## src/rtl/imem_fetch_ctrl.sv

```systemverilog
// Fetch-stage controller: owns the PC, arbitrates the instruction memory
// between the program loader and instruction fetch, and drives IF/ID.
//
// state | meaning
// IDLE  | waiting for loader ownership request or start; IF/ID holds nop
// LOAD  | loader owns memory; aligned in-range writes pass through
// RUN   | fetching; pc advances, stalls, or redirects
// FAULT | pc went misaligned or out of range; frozen until reset
module imem_fetch_ctrl #(
   parameter int          IMEM_BYTES = 128,
   parameter logic [31:0] RESET_PC   = 32'd0
) (
   input  logic        clk,
   input  logic        reset,
   input  logic        start,
   input  logic        ld_req,
   input  logic        ld_valid,
   input  logic [31:0] ld_addr,
   input  logic [31:0] ld_data,
   output logic        ld_err,
   output logic        imem_we,
   output logic [31:0] imem_waddr,
   output logic [31:0] imem_wdata,
   output logic [31:0] imem_addr,
   input  logic [31:0] imem_rdata,
   input  logic        stall,
   input  logic        branch_taken,
   input  logic [31:0] branch_target,
   input  logic        jump,
   input  logic [31:0] jump_target,
   output logic [31:0] ifid_instr,
   output logic [31:0] ifid_pc4,
   output logic        ifid_valid,
   output logic        running,
   output logic        fault
);

   localparam logic [31:0] LAST_WORD = 32'(IMEM_BYTES - 4);

   typedef enum logic [1:0] {
      IDLE  = 2'd0,
      LOAD  = 2'd1,
      RUN   = 2'd2,
      FAULT = 2'd3
   } state_t;

   state_t      state;
   logic [31:0] pc;
   logic        ld_ok;
   logic        pc_ok;

   // Address legality for loader writes and for the current fetch address
   always_comb begin
      ld_ok = (ld_addr[1:0] == 2'b00) && (ld_addr <= LAST_WORD);
      pc_ok = (pc[1:0] == 2'b00) && (pc <= LAST_WORD);
   end

   // Memory port: loader writes only while it owns memory, fetch reads at pc
   always_comb begin
      imem_we    = (state == LOAD) && ld_valid && ld_ok;
      imem_waddr = ld_addr;
      imem_wdata = ld_data;
      imem_addr  = pc;
   end

   // Controller FSM with pc, IF/ID register and status outputs
   always_ff @(posedge clk or negedge reset) begin
      if (!reset) begin
         state      <= IDLE;
         pc         <= RESET_PC;
         ifid_instr <= 32'd0;
         ifid_pc4   <= 32'd0;
         ifid_valid <= 1'b0;
         ld_err     <= 1'b0;
         running    <= 1'b0;
         fault      <= 1'b0;
      end else begin
         ld_err <= 1'b0;
         case (state)
            IDLE: begin
               ifid_instr <= 32'd0;
               ifid_pc4   <= 32'd0;
               ifid_valid <= 1'b0;
               if (ld_req) begin
                  state <= LOAD;
               end else if (start) begin
                  state   <= RUN;
                  running <= 1'b1;
                  pc      <= RESET_PC;
               end
            end
            LOAD: begin
               ld_err <= ld_valid && !ld_ok;
               if (!ld_req) state <= IDLE;
            end
            RUN: begin
               // A bad pc is caught before anything is latched, even under stall
               if (!pc_ok) begin
                  state      <= FAULT;
                  running    <= 1'b0;
                  fault      <= 1'b1;
                  ifid_instr <= 32'd0;
                  ifid_valid <= 1'b0;
               end else if (stall) begin
                  pc <= pc;
               end else if (jump) begin
                  pc         <= jump_target;
                  ifid_instr <= 32'd0;
                  ifid_valid <= 1'b0;
               end else if (branch_taken) begin
                  pc         <= branch_target;
                  ifid_instr <= 32'd0;
                  ifid_valid <= 1'b0;
               end else begin
                  ifid_instr <= imem_rdata;
                  ifid_pc4   <= pc + 32'd4;
                  ifid_valid <= 1'b1;
                  pc         <= pc + 32'd4;
               end
            end
            FAULT: begin
               fault      <= 1'b1;
               running    <= 1'b0;
               ifid_instr <= 32'd0;
               ifid_valid <= 1'b0;
            end
            default: begin
               state   <= IDLE;
               running <= 1'b0;
            end
         endcase
      end
   end

endmodule

```

## config.mk

```make
export PLATFORM = sky130hd
export DESIGN_NAME = imem_fetch_ctrl
export DESIGN_NICKNAME = d
export VERILOG_FILES = /design/src/rtl/imem_fetch_ctrl.sv
export SDC_FILE = /design/constraint.sdc
export NUM_CORES = 1
export LEC_CHECK = 0
export CELL_PAD_IN_SITES_DETAIL_PLACEMENT = 0
export CELL_PAD_IN_SITES_GLOBAL_PLACEMENT = 1
export CORE_MARGIN = 3
export CORE_UTILIZATION = 29
export DETAILED_ROUTE_END_ITERATION = 8
export GPL_TIMING_DRIVEN = 0
export PLACE_DENSITY_LB_ADDON = 0.25
export SLEW_MARGIN = 0
export SYNTH_ARGS = -nofsm -noshare
export SYNTH_HDL_FRONTEND = slang
export SYNTH_SLANG_ARGS = --single-unit
export TNS_END_PERCENT = 100
```

## constraint.sdc

```tcl
create_clock -name clk -period 3.6 [get_ports clk]
set_input_delay 1.08 -clock clk [delete_from_list [all_inputs] [get_ports clk]]
set_output_delay 1.08 -clock clk [all_outputs]
set_load 0.03 [all_outputs]
```

==> flow_metrics.env <==
export IMPL_worst_setup_path_end_kind="primary output"
export IMPL_grt_pass1_wl_microns=30470
export IMPL_synthArstFlopShare_pct=100.0
export IMPL_area_delta_synth_final_pct=67.00
export IMPL_drt_iter0_drc=262
export IMPL_power_share_clock_pct=19.8
export IMPL_dpl_hpwl_microns=16110
export IMPL_grt_max_degree=62
export IMPL_reg2reg_depth=6
export IMPL_status="complete, no violations"
export IMPL_worstHoldEndpoint="ifid_valid"
export IMPL_syn_area_sq_um=5343
export IMPL_placed_cells=1035
export IMPL_holdPathStages=1
export IMPL_cp_arrival_ns=2.44
export IMPL_final_nets=991
export IMPL_first_pass_iters=4
export IMPL_ys_types=59
export IMPL_diodes=0
export IMPL_clock_latency_ns=0.36
export IMPL_ys_seq_area_share_pct=47.78
export IMPL_power_share_sequential_pct=31.0
export IMPL_regToRegSetupSlack_ns=1.28
export IMPL_synthesis_instances=510
export IMPL_ctsHoldBuffers=0
export IMPL_fmax_mhz=284.2
export IMPL_power_frac_comb_pct=49.1
export IMPL_power_density_nw_per_um2=563.5
export IMPL_place_ws_ns=-0.5125
export IMPL_reg2reg_from="imem_addr[26]"
export IMPL_crit_required_ns=2.52
export IMPL_irDropWorstVdd_mv=0.3680
export IMPL_htree_levels=3
export IMPL_grt_overflow_total=0
export IMPL_clk_pin_slew_ns=0.07
export IMPL_cts_sinks=102
export IMPL_min_from="ifid_valid"
export IMPL_cts_root_buffer="clkbuf_16"
export IMPL_switching_share_pct=43.39
export IMPL_cp_start_kind="primary input"
export IMPL_core_area_sq_um=18020
export IMPL_layout_drive_gt1_share_pct=14.96
export IMPL_final_common_cell="clkdlybuf4s50_1"
export IMPL_cts_tree="yes"
export IMPL_post_route_min_period_ns=3.519
export IMPL_finalSetupViolations=0
export IMPL_multi_input_comb_area_sq_um=2115
export IMPL_synthesis_nets=684
export IMPL_gp_congestion=0.8828
export IMPL_final_core_util_pct=49.50
export IMPL_wire_per_inst_microns=19.33
export IMPL_rows=49
export IMPL_ant_nets=0
export IMPL_clk_path_buf_depth=2
export IMPL_power_switching_mw=2.181
export IMPL_whs_ns=0.4847
export IMPL_setup_ws_ns=0.08099
export IMPL_seq_area_sq_um=2552
export IMPL_critPathKind="primary input to primary output"
export IMPL_fillers=1627
export IMPL_synth_warnings=0
export IMPL_mostFrequentLayoutCells="293 x clkdlybuf4s50_1, 102 x dfrtp_1, 71 x buf_4, 39 x a22o_1, 30 x and3_1"
export IMPL_finalHoldViolCount=0
export IMPL_r2r_end="ifid_pc4[20]"
export IMPL_vias_per_cell=5.018
export IMPL_cts_made_buffers=9
export IMPL_portBuffers=295
export IMPL_fin_crit_sh_pct=97.75
export IMPL_vias=5274
export IMPL_synth_edf_count=0
export IMPL_max_slew_margin_pct=45.17
export IMPL_yosys_most_used_dff="dfrtp_1"
export IMPL_die_w_microns=141.7
export IMPL_final_instance_count_excl_fill=1051
export IMPL_intPower_mw=2.846
export IMPL_die_h_microns=141.7
export IMPL_route_detailed_drc=0
export IMPL_synth_seq_cells=102
export IMPL_skew_ns=0.007124
export IMPL_io_pins=333
export IMPL_hold_path_class="flop to flop"
export IMPL_start_util_pct=29.64
export IMPL_totalWireLength_microns=20310
export IMPL_grt_total_usage_pct=19.49
export IMPL_grt_pass1_vias=5383
export IMPL_cp_max_fo=2
export IMPL_antenna_found_initial=0
export IMPL_max_slew_worst_pin_slew_ns=0.8225
export IMPL_p_leak_nw=3.818
export IMPL_power_mw=5.028
export IMPL_slew_violations=0
export IMPL_cap_violations=0
export IMPL_dieArea_sq_um=20090
export IMPL_avgSynthCellArea_sq_um=10.48
## registers in the layout (all words and copies together), names as in the netlist
name / count
ifid_instr: 32
ifid_pc4: 32
imem_addr: 32
state: 2
fault: 1
ifid_valid: 1
ld_err: 1
running: 1
## cells by family (layout without fill, tap and decap cells)
logic type               after synthesis  after routing  share of synthesized area (%)
adder cells (fa/ha/maj)                6              6                          1.405
XOR/XNOR                               5              5                         0.8198
AO/OA/AOI/OAI                        141            141                          20.94
multiplexers                           4              4                         0.7962
buffers and inverters                112            424                          13.09
flip-flops                           102            102                          47.78
AND/OR/NAND/NOR                      140            140                          15.18
## per-layer routing
| metal | part of all wire, % | vias to the layer above | GRT usage [%] |
|---|---|---|---|
| met5 | 0 | - | 0 |
| met4 | 2.4 | 0 | 7.020 |
| met3 | 9.0 | 31 | 5.865 |
| met2 | 51 | 274 | 33.57 |
| met1 | 38 | 2507 | 22.98 |
| li1 | - | 2462 | - |
## power groups by stage
stage	clock network [mW]	registers (mW)	logic [mW]
2_1_floorplan	0	1.83	1.20
3_3_place_gp	0	1.57	2.45
3_5_place_dp	0	1.57	2.48
4_1_cts	1.02	1.56	2.49
5_1_grt	1.07	1.59	2.68
6_report	0.997	1.56	2.47
## through the flow
stage | cell area, sq um | setup TNS [ns]
global route | 8922 | -0.02833
floorplan | 5343 | 0
global placement | 8582 | -252.28
detailed placement | 8600 | -0.5125
CTS | 8899 | 0
finish | 8922 | 0
## how the worst max path moves through the flow
stage | end | cells past startpoint | slack [ns] | from
2_1_floorplan | imem_we | 3 | 0.33 | ld_addr[12]
3_3_place_gp | ifid_pc4[12] | 1 | -2.48 | reset
3_5_place_dp | imem_we | 5 | -0.51 | ld_addr[8]
4_1_cts | imem_we | 5 | 0.03 | ld_addr[8]
5_1_grt | imem_we | 5 | -0.03 | ld_addr[13]
6_report | imem_we | 5 | 0.08 | ld_addr[13]
## repair_timing
action,in CTS,in global routing
setup endpoints to repair,1,1
buffers inserted,0,0
resized for setup,7,4
pin swaps,0,2
## Yosys cell counts (all sizes together) (2+ instances only)
cell	count	area share [%]
dfrtp	102	48
buf	81	11
a22o	39	6.4
and3	30	3.5
nand2	25	1.8
nand3	20	1.9
o21ai	20	2.0
a21oi	18	1.7
nor4	16	2.1
clkbuf	15	1.1
inv	15	1.1
nand4	13	1.8
a32o	12	2.2
nor2	10	0.80
nand2b	9	1.1
a22oi	8	1.4
ha	6	1.4
o22a	6	0.98
o2bb2ai	6	0.98
nor3	5	0.47
o22ai	5	0.70
o31ai	5	0.80
a31oi	4	0.47
o41ai	4	0.80
o211ai	3	0.42
xor2	3	0.49
and2	2	0.23
and4	2	0.35
mux2	2	0.42
mux2i	2	0.37
o221ai	2	0.33
o31a	2	0.33
o32ai	2	0.61
or2	2	0.23
or3	2	0.23
xnor2	2	0.33
## critical path, stage by stage
cell and delay [ns]:
clkdlybuf4s50_1 0.44, nor4_2 0.33, nand4_1 0.19, nor3_2 0.20
buf_4 0.19
## final cells by class
type / count / area share (%)
well taps: 229 / 3.211
plain buffers: 96 / 7.166
multi-input cells: 296 / 23.70
inverters: 16 / 0.6731
clock buffers: 10 / 2.566
clock inverters: 6 / 0.8133
flip-flops and latches: 102 / 28.61
repair buffers: 296 / 33.26
(Power assumes the default switching activity.)
